[src/rtl/mem_bus_arbiter_pkg.sv]
// Shared definitions for the two-to-one memory port arbiter.
//   OWNER_INSTR / OWNER_DATA : 1-bit owner tags stored in the owner FIFO
//   arb_state_t              : arbiter FSM state (ARB, LOCK)
package mem_bus_arbiter_pkg;

    localparam logic OWNER_INSTR = 1'b0;
    localparam logic OWNER_DATA  = 1'b1;

    typedef enum logic {
        ARB  = 1'b0,
        LOCK = 1'b1
    } arb_state_t;

endpackage

[src/rtl/mem_bus_arbiter_if.sv]
// Request/response bus used for the fetch port, the load/store port and the
// memory port of the arbiter.
//   req/we/be/addr/wdata : request phase, driven by the master
//   gnt                  : request accepted, driven by the slave
//   valid/rdata/err      : response, driven by the slave
//
// Handshake: a master raises req with a payload and holds req and payload
// stable until the cycle in which gnt is high; that cycle transfers the
// request. Responses return in request order, one per valid cycle, and are
// never back-pressured (the master always accepts them).
interface mem_bus_arbiter_if;

    logic        req;
    logic        we;
    logic [3:0]  be;
    logic [31:0] addr;
    logic [31:0] wdata;
    logic        gnt;
    logic        valid;
    logic [31:0] rdata;
    logic        err;

    modport master (
        output req, we, be, addr, wdata,
        input  gnt, valid, rdata, err
    );

    modport slave (
        input  req, we, be, addr, wdata,
        output gnt, valid, rdata, err
    );

endinterface

[src/rtl/mem_bus_arbiter_owner_fifo.sv]
// Owner FIFO: remembers which requester owns each granted-but-unanswered
// memory transaction, oldest at the head.
//   clk, reset : clock, synchronous active-high reset (empties the FIFO)
//   push       : append push_owner (never asserted while full)
//   pop        : drop the head entry (never asserted while empty)
//   head_owner : owner of the oldest outstanding transaction
//   count      : number of stored entries
//   full       : count == DEPTH
module arb_owner_fifo #(
    parameter int DEPTH = 2
) (
    input  logic                       clk,
    input  logic                       reset,
    input  logic                       push,
    input  logic                       push_owner,
    input  logic                       pop,
    output logic                       head_owner,
    output logic [$clog2(DEPTH+1)-1:0] count,
    output logic                       full
);

    localparam int CNT_W = $clog2(DEPTH + 1);
    localparam int PTR_W = (DEPTH > 1) ? $clog2(DEPTH) : 1;

    logic             slots [DEPTH];
    logic [PTR_W-1:0] rd_ptr;
    logic [PTR_W-1:0] wr_ptr;

    function automatic logic [PTR_W-1:0] ptr_next(input logic [PTR_W-1:0] ptr);
        return (ptr == PTR_W'(DEPTH - 1)) ? '0 : ptr + PTR_W'(1);
    endfunction

    always_ff @(posedge clk) begin
        if (reset) begin
            rd_ptr <= '0;
            wr_ptr <= '0;
            count  <= '0;
        end else begin
            if (push) begin
                slots[wr_ptr] <= push_owner;
                wr_ptr        <= ptr_next(wr_ptr);
            end
            if (pop) begin
                rd_ptr <= ptr_next(rd_ptr);
            end
            // Simultaneous push and pop leave the occupancy unchanged.
            case ({push, pop})
                2'b10:   count <= count + CNT_W'(1);
                2'b01:   count <= count - CNT_W'(1);
                default: count <= count;
            endcase
        end
    end

    assign head_owner = slots[rd_ptr];
    assign full       = (count == CNT_W'(DEPTH));

endmodule

[src/rtl/mem_bus_arbiter.sv]
// Two-to-one arbiter sharing one memory port between instruction fetch and
// load/store. One request is forwarded per cycle; in-order memory responses
// are steered back to the requester that owns them.
//   clk, reset  : clock, synchronous active-high reset
//   instr       : fetch requester (slave side; we/be/wdata are ignored)
//   data        : load/store requester (slave side)
//   mem         : memory port (master side)
//   arb_err     : one-cycle pulse when a response arrives with nothing outstanding
//   dbg_state   : current FSM state, for observation only
module mem_bus_arbiter
    import mem_bus_arbiter_pkg::*;
#(
    parameter int OUTSTANDING = 2
) (
    input  logic                     clk,
    input  logic                     reset,
    mem_bus_arbiter_if.slave         instr,
    mem_bus_arbiter_if.slave         data,
    mem_bus_arbiter_if.master        mem,
    output logic                     arb_err,
    output arb_state_t               dbg_state
);

    localparam int CNT_W = $clog2(OUTSTANDING + 1);

    arb_state_t       state, state_next;
    logic             last_owner, last_owner_next;
    logic             lock_owner, lock_owner_next;
    logic             sel_owner;
    logic             sel_valid;
    logic             mem_grant;
    logic             resp_valid;
    logic             pop;
    logic             head_owner;
    logic             fifo_full;
    logic [CNT_W-1:0] fifo_count;

    // Requester selection. In LOCK the offered request must stay on the bus
    // until memory takes it, so the other requester is ignored.
    always_comb begin
        sel_owner = OWNER_INSTR;
        sel_valid = 1'b0;
        case (state)
            LOCK: begin
                sel_owner = lock_owner;
                sel_valid = (lock_owner == OWNER_DATA) ? data.req : instr.req;
            end
            default: begin
                if (instr.req && data.req) begin
                    sel_owner = (last_owner == OWNER_INSTR) ? OWNER_DATA : OWNER_INSTR;
                end else if (data.req) begin
                    sel_owner = OWNER_DATA;
                end else begin
                    sel_owner = OWNER_INSTR;
                end
                sel_valid = instr.req || data.req;
            end
        endcase
    end

    // Request path. The full check uses the registered count, so a response
    // popping in the same cycle does not open a slot until the next cycle.
    always_comb begin
        mem.req   = sel_valid && !fifo_full && !reset;
        mem.we    = 1'b0;
        mem.be    = 4'hF;
        mem.addr  = instr.addr;
        mem.wdata = '0;
        if (sel_owner == OWNER_DATA) begin
            mem.we    = data.we;
            mem.be    = data.be;
            mem.addr  = data.addr;
            mem.wdata = data.wdata;
        end
    end

    assign mem_grant = mem.req && mem.gnt;
    assign instr.gnt = mem_grant && (sel_owner == OWNER_INSTR);
    assign data.gnt  = mem_grant && (sel_owner == OWNER_DATA);

    // Response demux. A response with nothing outstanding is an orphan
    // (e.g. answer to a transaction granted before reset): drop and flag it.
    assign resp_valid = mem.valid && !reset;
    assign pop        = resp_valid && (fifo_count != '0);
    assign arb_err    = resp_valid && (fifo_count == '0);

    always_comb begin
        instr.valid = pop && (head_owner == OWNER_INSTR);
        data.valid  = pop && (head_owner == OWNER_DATA);
        instr.rdata = instr.valid ? mem.rdata : '0;
        instr.err   = instr.valid ? mem.err   : 1'b0;
        data.rdata  = data.valid  ? mem.rdata : '0;
        data.err    = data.valid  ? mem.err   : 1'b0;
    end

    // FSM next state: an offered but unaccepted request locks the selection.
    always_comb begin
        state_next      = state;
        last_owner_next = last_owner;
        lock_owner_next = lock_owner;
        case (state)
            ARB: begin
                if (mem_grant) begin
                    last_owner_next = sel_owner;
                end else if (mem.req) begin
                    lock_owner_next = sel_owner;
                    state_next      = LOCK;
                end
            end
            LOCK: begin
                if (mem_grant) begin
                    last_owner_next = sel_owner;
                    state_next      = ARB;
                end
            end
            default: state_next = ARB;
        endcase
    end

    always_ff @(posedge clk) begin
        if (reset) begin
            state      <= ARB;
            last_owner <= OWNER_INSTR;
            lock_owner <= OWNER_INSTR;
        end else begin
            state      <= state_next;
            last_owner <= last_owner_next;
            lock_owner <= lock_owner_next;
        end
    end

    assign dbg_state = state;

    arb_owner_fifo #(
        .DEPTH (OUTSTANDING)
    ) u_owner_fifo (
        .clk        (clk),
        .reset      (reset),
        .push       (mem_grant),
        .push_owner (sel_owner),
        .pop        (pop),
        .head_owner (head_owner),
        .count      (fifo_count),
        .full       (fifo_full)
    );

endmodule

[src/flat_wrapper.sv]
// flat-port wrapper written by rule: the top's interface ports become plain ports
module mem_bus_arbiter_flat import mem_bus_arbiter_pkg::*;
#(
    parameter int OUTSTANDING = 2
)
  (clk, reset, arb_err, dbg_state, instr_req, instr_we, instr_be, instr_addr, instr_wdata, instr_gnt, instr_valid, instr_rdata, instr_err, data_req, data_we, data_be, data_addr, data_wdata, data_gnt, data_valid, data_rdata, data_err, mem_req, mem_we, mem_be, mem_addr, mem_wdata, mem_gnt, mem_valid, mem_rdata, mem_err);
  mem_bus_arbiter_if instr_i ();
  mem_bus_arbiter_if data_i ();
  mem_bus_arbiter_if mem_i ();
  input  logic clk;
  input  logic reset;
  output logic arb_err;
  output arb_state_t dbg_state;
  input wire logic [$bits(instr_i.req)-1:0] instr_req;
  input wire logic [$bits(instr_i.we)-1:0] instr_we;
  input wire logic [$bits(instr_i.be)-1:0] instr_be;
  input wire logic [$bits(instr_i.addr)-1:0] instr_addr;
  input wire logic [$bits(instr_i.wdata)-1:0] instr_wdata;
  output wire logic [$bits(instr_i.gnt)-1:0] instr_gnt;
  output wire logic [$bits(instr_i.valid)-1:0] instr_valid;
  output wire logic [$bits(instr_i.rdata)-1:0] instr_rdata;
  output wire logic [$bits(instr_i.err)-1:0] instr_err;
  input wire logic [$bits(data_i.req)-1:0] data_req;
  input wire logic [$bits(data_i.we)-1:0] data_we;
  input wire logic [$bits(data_i.be)-1:0] data_be;
  input wire logic [$bits(data_i.addr)-1:0] data_addr;
  input wire logic [$bits(data_i.wdata)-1:0] data_wdata;
  output wire logic [$bits(data_i.gnt)-1:0] data_gnt;
  output wire logic [$bits(data_i.valid)-1:0] data_valid;
  output wire logic [$bits(data_i.rdata)-1:0] data_rdata;
  output wire logic [$bits(data_i.err)-1:0] data_err;
  output wire logic [$bits(mem_i.req)-1:0] mem_req;
  output wire logic [$bits(mem_i.we)-1:0] mem_we;
  output wire logic [$bits(mem_i.be)-1:0] mem_be;
  output wire logic [$bits(mem_i.addr)-1:0] mem_addr;
  output wire logic [$bits(mem_i.wdata)-1:0] mem_wdata;
  input wire logic [$bits(mem_i.gnt)-1:0] mem_gnt;
  input wire logic [$bits(mem_i.valid)-1:0] mem_valid;
  input wire logic [$bits(mem_i.rdata)-1:0] mem_rdata;
  input wire logic [$bits(mem_i.err)-1:0] mem_err;
  assign instr_i.req = instr_req;
  assign instr_i.we = instr_we;
  assign instr_i.be = instr_be;
  assign instr_i.addr = instr_addr;
  assign instr_i.wdata = instr_wdata;
  assign instr_gnt = instr_i.gnt;
  assign instr_valid = instr_i.valid;
  assign instr_rdata = instr_i.rdata;
  assign instr_err = instr_i.err;
  assign data_i.req = data_req;
  assign data_i.we = data_we;
  assign data_i.be = data_be;
  assign data_i.addr = data_addr;
  assign data_i.wdata = data_wdata;
  assign data_gnt = data_i.gnt;
  assign data_valid = data_i.valid;
  assign data_rdata = data_i.rdata;
  assign data_err = data_i.err;
  assign mem_req = mem_i.req;
  assign mem_we = mem_i.we;
  assign mem_be = mem_i.be;
  assign mem_addr = mem_i.addr;
  assign mem_wdata = mem_i.wdata;
  assign mem_i.gnt = mem_gnt;
  assign mem_i.valid = mem_valid;
  assign mem_i.rdata = mem_rdata;
  assign mem_i.err = mem_err;
  mem_bus_arbiter #(.OUTSTANDING(OUTSTANDING)) u_core (.clk(clk), .reset(reset), .instr(instr_i), .data(data_i), .mem(mem_i), .arb_err(arb_err), .dbg_state(dbg_state));
endmodule
[config.mk]
export PLATFORM = sky130hd
export DESIGN_NAME = mem_bus_arbiter_flat
export DESIGN_NICKNAME = d
export VERILOG_FILES = /design/src/rtl/mem_bus_arbiter_pkg.sv /design/src/rtl/mem_bus_arbiter_if.sv /design/src/rtl/mem_bus_arbiter_owner_fifo.sv /design/src/rtl/mem_bus_arbiter.sv /design/src/flat_wrapper.sv
export SDC_FILE = /design/constraint.sdc
export NUM_CORES = 1
export LEC_CHECK = 0
export BUFFER_PORTS_ARGS = -buffer_cell sky130_fd_sc_hd__buf_4
export CORE_AREA = 2 2 125 127
export CTS_CLUSTER_DIAMETER = 50
export DETAILED_ROUTE_END_ITERATION = 12
export DIE_AREA = 0 0 127 129
export GPL_TIMING_DRIVEN = 0
export SETUP_SLACK_MARGIN = 0.02
export SYNTH_ARGS = -nofsm -noshare
export SYNTH_HDL_FRONTEND = slang
export SYNTH_SLANG_ARGS = --single-unit
[constraint.sdc]
create_clock -name clk -period 2.45 [get_ports clk]
set_input_delay 0.735 -clock clk [delete_from_list [all_inputs] [get_ports clk]]
set_output_delay 0.735 -clock clk [all_outputs]
set_load 0.02 [all_outputs]
# --- Yosys cells after proc, flatten, opt, wreduce, memory -nomap -nowiden ---
# Memories as Yosys holds them, arrays and structs flattened. A register that Yosys moved wholly into a read port is not among the register bits.
# Cells that the tools add are included.
word_totals:
  output_inout_bits: 142
  ramBits: 2
  n_memories: 1
  input_bits: 177
  elab_cells: 63
  latchBits: 0
  rom_bits: 0
  reg_bits: 7
op_classes:
  n_eq_ne: 3
  n_mul: 0
  n_bitwise: 4
  addsub: 4
  n_mux: 27
  n_reduce_logical: 18
  shift: 0
  magnitude_cmp: 0
  div: 0
mem_list:
  columns: ["memory", "depth", "word_bits", "rd", "rd_ports_with_merged_regs", "write_ports", "line", "text"]
  rows:
  - ["u_core.u_owner_fifo.slots", 2, 1, 1, 1, 1, "mem_bus_arbiter_owner_fifo.sv:25", "logic slots [DEPTH];"]
op_table:
  columns: ["op", "count"]
  rows:
  - ["32-bit two-way mux", 4]
  - ["1-bit two-way mux", 20]
  - ["1-bit logical AND", 11]
  - ["2-bit equality test (second input constant)", 2]
  - ["4-bit two-way mux", 1]
  - ["1-bit inverter", 4]
  - ["2-bit one-hot mux with 2 select lines", 1]
  - ["2-bit nonzero test", 2]
  - ["3-bit AND reduction", 1]
  - ["1-bit adder (second input constant)", 2]
  - ["2-bit by 1-bit adder with 2-bit output (second input constant)", 1]
  - ["2-bit by 1-bit equality test with 1-bit output (second input constant)", 1]
  - ["1-bit logical NOT", 2]
  - ["2-bit logical NOT", 1]
  - ["1-bit one-hot mux with 2 select lines", 1]
  - ["2-bit by 1-bit subtractor with 2-bit output (second input constant)", 1]
  - ["1-bit logical OR", 1]

# --- Logic depth before layout (Yosys ltp) ---
logic_depth:
  depth_word: 8
  depth_mapped: 8
  ltp_nobuf: 7

# --- Hierarchy ---
# A second synthesis with hierarchy kept.
hier_totals:
  cells_unflattened: 204
  area_unflattened_um2: 1596.5
modules_own_cells:
  columns: ["module", "area_per_inst_um2", "instances", "cells_each", "seq_area_each_um2"]
  rows:
  - ["mem_bus_arbiter", 1321.3, 1, 180, 60.1]
  - ["arb_owner_fifo", 275.3, 1, 24, 160.2]

# --- Worst setup path after synthesis ---
# OpenSTA, ideal clock, no wires.
synth_path:
  path_type: "input to output"
  startpoint: "in instr_req"
  endpoint: "out mem_wdata[10]"
  t_arrival_ps: 1641
  slack_ps: 74
  t_required_ps: 1715
  cell_stages: 7
  path_buffers: 2
  cell_sequence: "nand2_1 > nand2_1 > o21a_1 > buf_6 > inv_2 > clkbuf_1 > and2_1"
synth_via:
  elab_chain_len: 4
synth_rtl:
  columns: ["element", "line", "text"]
  rows:
  - ["start: declaration", "flat_wrapper.sv:14", "input wire logic [$bits(instr_i.req)-1:0] instr_req;"]
  - ["1-bit logical AND", "mem_bus_arbiter.sv:49", "if (instr.req && data.req) begin"]
  - ["1-bit two-way mux", "mem_bus_arbiter.sv:49", null]
  - ["1-bit two-way mux", "mem_bus_arbiter.sv:43", "case (state)"]
  - ["32-bit two-way mux", "mem_bus_arbiter.sv:69", "if (sel_owner == OWNER_DATA) begin"]
  - ["end: declaration", "flat_wrapper.sv:36", "output wire logic [$bits(mem_i.wdata)-1:0] mem_wdata;"]
# Every way passes these cells.

# --- Worst setup path after layout ---
layout_path:
  startpoint: "in instr_req"
  endpoint: "out mem_addr[16]"
layout_via:
  elab_chain_len: 4
layout_rtl:
  columns: ["element", "line", "text"]
  rows:
  - ["1-bit logical AND", "mem_bus_arbiter.sv:49", null]
  - ["1-bit two-way mux", "mem_bus_arbiter.sv:49", null]
  - ["1-bit two-way mux", "mem_bus_arbiter.sv:43", null]
  - ["32-bit two-way mux", "mem_bus_arbiter.sv:69", null]
  - ["end: declaration", "flat_wrapper.sv:35", "output wire logic [$bits(mem_i.addr)-1:0] mem_addr;"]
# Every way passes these cells.

==> results.md <==
- Post-detailed-route count of antenna-violating nets: 0
- Worst path cell trace: buf_8 -> nand2_2 -> nand2_2 -> o21a_1 -> buf_12 -> clkbuf_16 -> mux2_4 -> buf_6
- Average wire per cell in the routed design: 15.0 microns
- Final core occ: 39.8%
- CTS tree: built
- Violated checks: setup timing
- Die Y: 129 microns
- Post-layout min period: 2630 ps
- Layout-stage area growth over the synthesis result: 253%
- Highest fanout seen on the critical path: 8
- Depth of the CTS H-tree: 1
- RSZ-0062 raised after global routing: yes
- Longest individual stage delay on the worst path: 300 ps
- Max frequency: 0.381 GHz
- Fin Clk Skew: 2.27 ps
- Total setup violations reported at the end of the flow: ~120
- Vias per std cell: 3.89
- Worst endpoint required time: 1710 ps
- Post-synth EDFFs: 2
- Number of max-cap violations: 0
- Largest net degree at the start of global routing: 11
- Worst setup EP type: output port
- Worst Setup SP: instr_req
- Kind of critical path: in2out
- Total of buffers placed on input and output ports: 281
- DRC violation count after routing: 0
- Initial standard-cell utilization of the core: about 11%
- Total gr overflow: 0
- Global-route total usage across every layer: under 10%
- Number of unique standard cell types used by synthesis: 29
- IR drop worst, VDD: 0.000242 V
- Layout Nets: 729
- Worst reg2reg startpoint: u_core.u_owner_fifo.count[0]
- Die area: between 0.015 and 0.02 sq mm
- Min setup slack post-route: -178 ps
- Fraction of the yosys area taken by sequential cells: about an eighth
- DRC violation total after the first TritonRoute iteration: 34
- Clock buffer count from CTS: 3
- Logic depth of the worst path, buffers included: 8
- Pwr dens: 298 mW/mm^2
- Slowest cell on the critical path: mux2_4
- DP Wirelength: just under 8000 microns
- Nets in the synthesized netlist: about 420
- Maximum buffer depth of the clock tree: 2
- Leakage: 0.00280 uW
- Number of antenna violations at the first check in global routing: 0
- Detailed Route WL: ~11000 microns
- Worst min-delay path class: reg2reg
- Post-Synthesis Cell Area: 0.00169 sq mm
- Post-synthesis area per instance: 7.06 sq um
- Core Region: 0.0150 sq mm
- Startpoint Class: primary input
- Final Hold Vio Count: 0
- Number of cells traversed by the worst register-to-register path: 8
- Headroom to the max-slew limit: around 79%
- Count of buffer and inverter cells on the critical path: 4
- Synthesized netlist cell count: 239
- Number of synthesized register bits: 10
- Antenna Diode Count: 0
- Final-layout fill cell count: roughly 1.4k
- Timing endpoint of the critical path: mem_addr[16]
- Register area: around 220 sq um
- Flop2flop setup slack: 370 ps
- Count of standard-cell rows: 45
- Status: complete, but fails checks
- Critical register-to-register path endpoint: u_core.u_owner_fifo.count[1]
- Arrival time worst endpoint: 1890 ps
- Number of global-route vias before repair: 2565
- Most common cell on crit path: nand2_2
- Period utilisation layout: 107%
- Die boundary width: 127 microns
- Worst path top cell family by delay: buffers and inverters
- Footprint of the multi-input gates: 0.00225 sq mm
- Top-Level Pins: roughly 320
- Number of pins exceeding their max-slew limit in the final report: 0
- Most frequently used flop master after synthesis: dfxtp_1
- Worst skew pair latency: 240 ps
- Post-Place Cell Area: 0.00403 sq mm
- Final instance area: slightly below 0.006 sq mm
- Post-Place Worst Slack: -316 ps
- Layout cell share with drive strength beyond 1: 87.1%
- Global-route wire length before repair: about 13000 microns
- Post-synthesis async set-or-reset flop share: 0%
- Detailed-routing iteration count for the pre-antenna-repair pass: 4
- Worst hold margin: 478 ps
- Final GP Congestion: 0.726
- Slew at the pin closest to its max-slew limit: 312 ps
- Number of clock sinks seen by CTS: 10
- Via total after detailed routing: 2874
- Clock transition time at the flip-flop clock pins of the worst setup and hold paths: 40 ps
- Yosys warnings: 0
- Setup total negative slack: -9410 ps
- Clock tree root driver cell: clkbuf_16
layout make-up:
| cell class | instances | area share, % |
|---|---|---|
| Buffer | 17 | 3.97 |
| Clock buffer | 3 | 1.26 |
| Clock inverter | 1 | 0.0630 |
| Inverter | 2 | 0.210 |
| Multi-Input combinational cell | 210 | 37.8 |
| Sequential cell | 10 | 3.70 |
| Tap cell | 188 | 3.95 |
| Timing Repair Buffer | 307 | 49.0 |
repair_timing:
item	4_1_cts	5_1_grt
gates cloned	3	5
gates resized for setup	112	294
setup endpoints to repair	137	137
hold buffers	0	0
setup buffers	12	6
pin swaps	18	61
endpoints found under the hold margin	0	0
logic make-up after synthesis:
family | Yosys count | synth area share, %
and+or+nand+nor | 164 | 44.1
muxes | 38 | 31.2
buffers and inverters | 19 | 7.71
DFF | 10 | 13.0
AOI/OAI and AO/OA | 4 | 1.63
xor gates and xnor gates | 3 | 1.56
adders and majority gates | 1 | 0.741
cell usage in the layout (no fill, tap or decap), drive strengths merged:
cell type and instances:
nand3 1, edfxtp 2, nor3 4, ha 1, buf 315, nand2b 5
or3 1, dfxtp 8, mux2i 5, clkbuf 12, o21a 1, mux2 33
nor2b 1, inv 2, o21ai 1, clkinv 1, and3 1, xor2 1
nand2 41, a21oi 1, o211a 1, and2 34, nor2 76, xnor2 2
report_power, final:
part           internal (uW)  switching (uW)  total, uW
clock network            214            74.5        288
logic                    700             592       1290
registers                183            14.0        197
synth_stat cells, drive strengths merged (2+ instances only):
cell type | instances | area share (%)
nor2 | 76 | 17
nand2 | 41 | 9.1
and2 | 34 | 13
mux2 | 33 | 28
buf | 11 | 5.9
dfxtp | 8 | 9.5
clkbuf | 6 | 1.3
mux2i | 5 | 3.0
nand2b | 5 | 1.9
nor3 | 4 | 1.5
edfxtp | 2 | 3.6
inv | 2 | 0.44
xnor2 | 2 | 1.0
worst register-to-register path, cell delays in order, from the launching register on:
cell       delay [ps]
dfxtp_1           350
nor2_1            280
nor2_4            100
clkbuf_16         180
clkbuf_16         170
buf_4             140
ha_1              320
or3_1             350
a21oi_1           130
per-stage QoR:
stage               total power [uW]  instances
detailed placement              1090        708
floorplan                        661        239
global route                    1860        738
finish                          1780        738
global placement                1090        708
CTS                             1530        727
worst min-delay path by stage:
stage                     slack, ps                         end                  startpoint  depth (start not counted)
after floorplan                 440           u_core.last_owner           u_core.last_owner                          2
after global placement          450           u_core.last_owner           u_core.last_owner                          2
after detailed placement        460           u_core.last_owner           u_core.last_owner                          2
after CTS                       480  u_core.u_owner_fifo.wr_ptr  u_core.u_owner_fifo.wr_ptr                          1
after global routing            500  u_core.u_owner_fifo.wr_ptr  u_core.u_owner_fifo.wr_ptr                          1
final                           480           u_core.last_owner           u_core.last_owner                          2
per-layer routing:
layer | part of all wire, % | vias up | track usage (%)
met5 | 0 | - | 0
met4 | 0.98 | 0 | 1.03
met3 | 7.4 | 8 | 2.99
met2 | 57 | 146 | 18.8
met1 | 35 | 1331 | 11.4
li1 | - | 1389 | -
No activity file was read; power rests on OpenSTA's default activity.
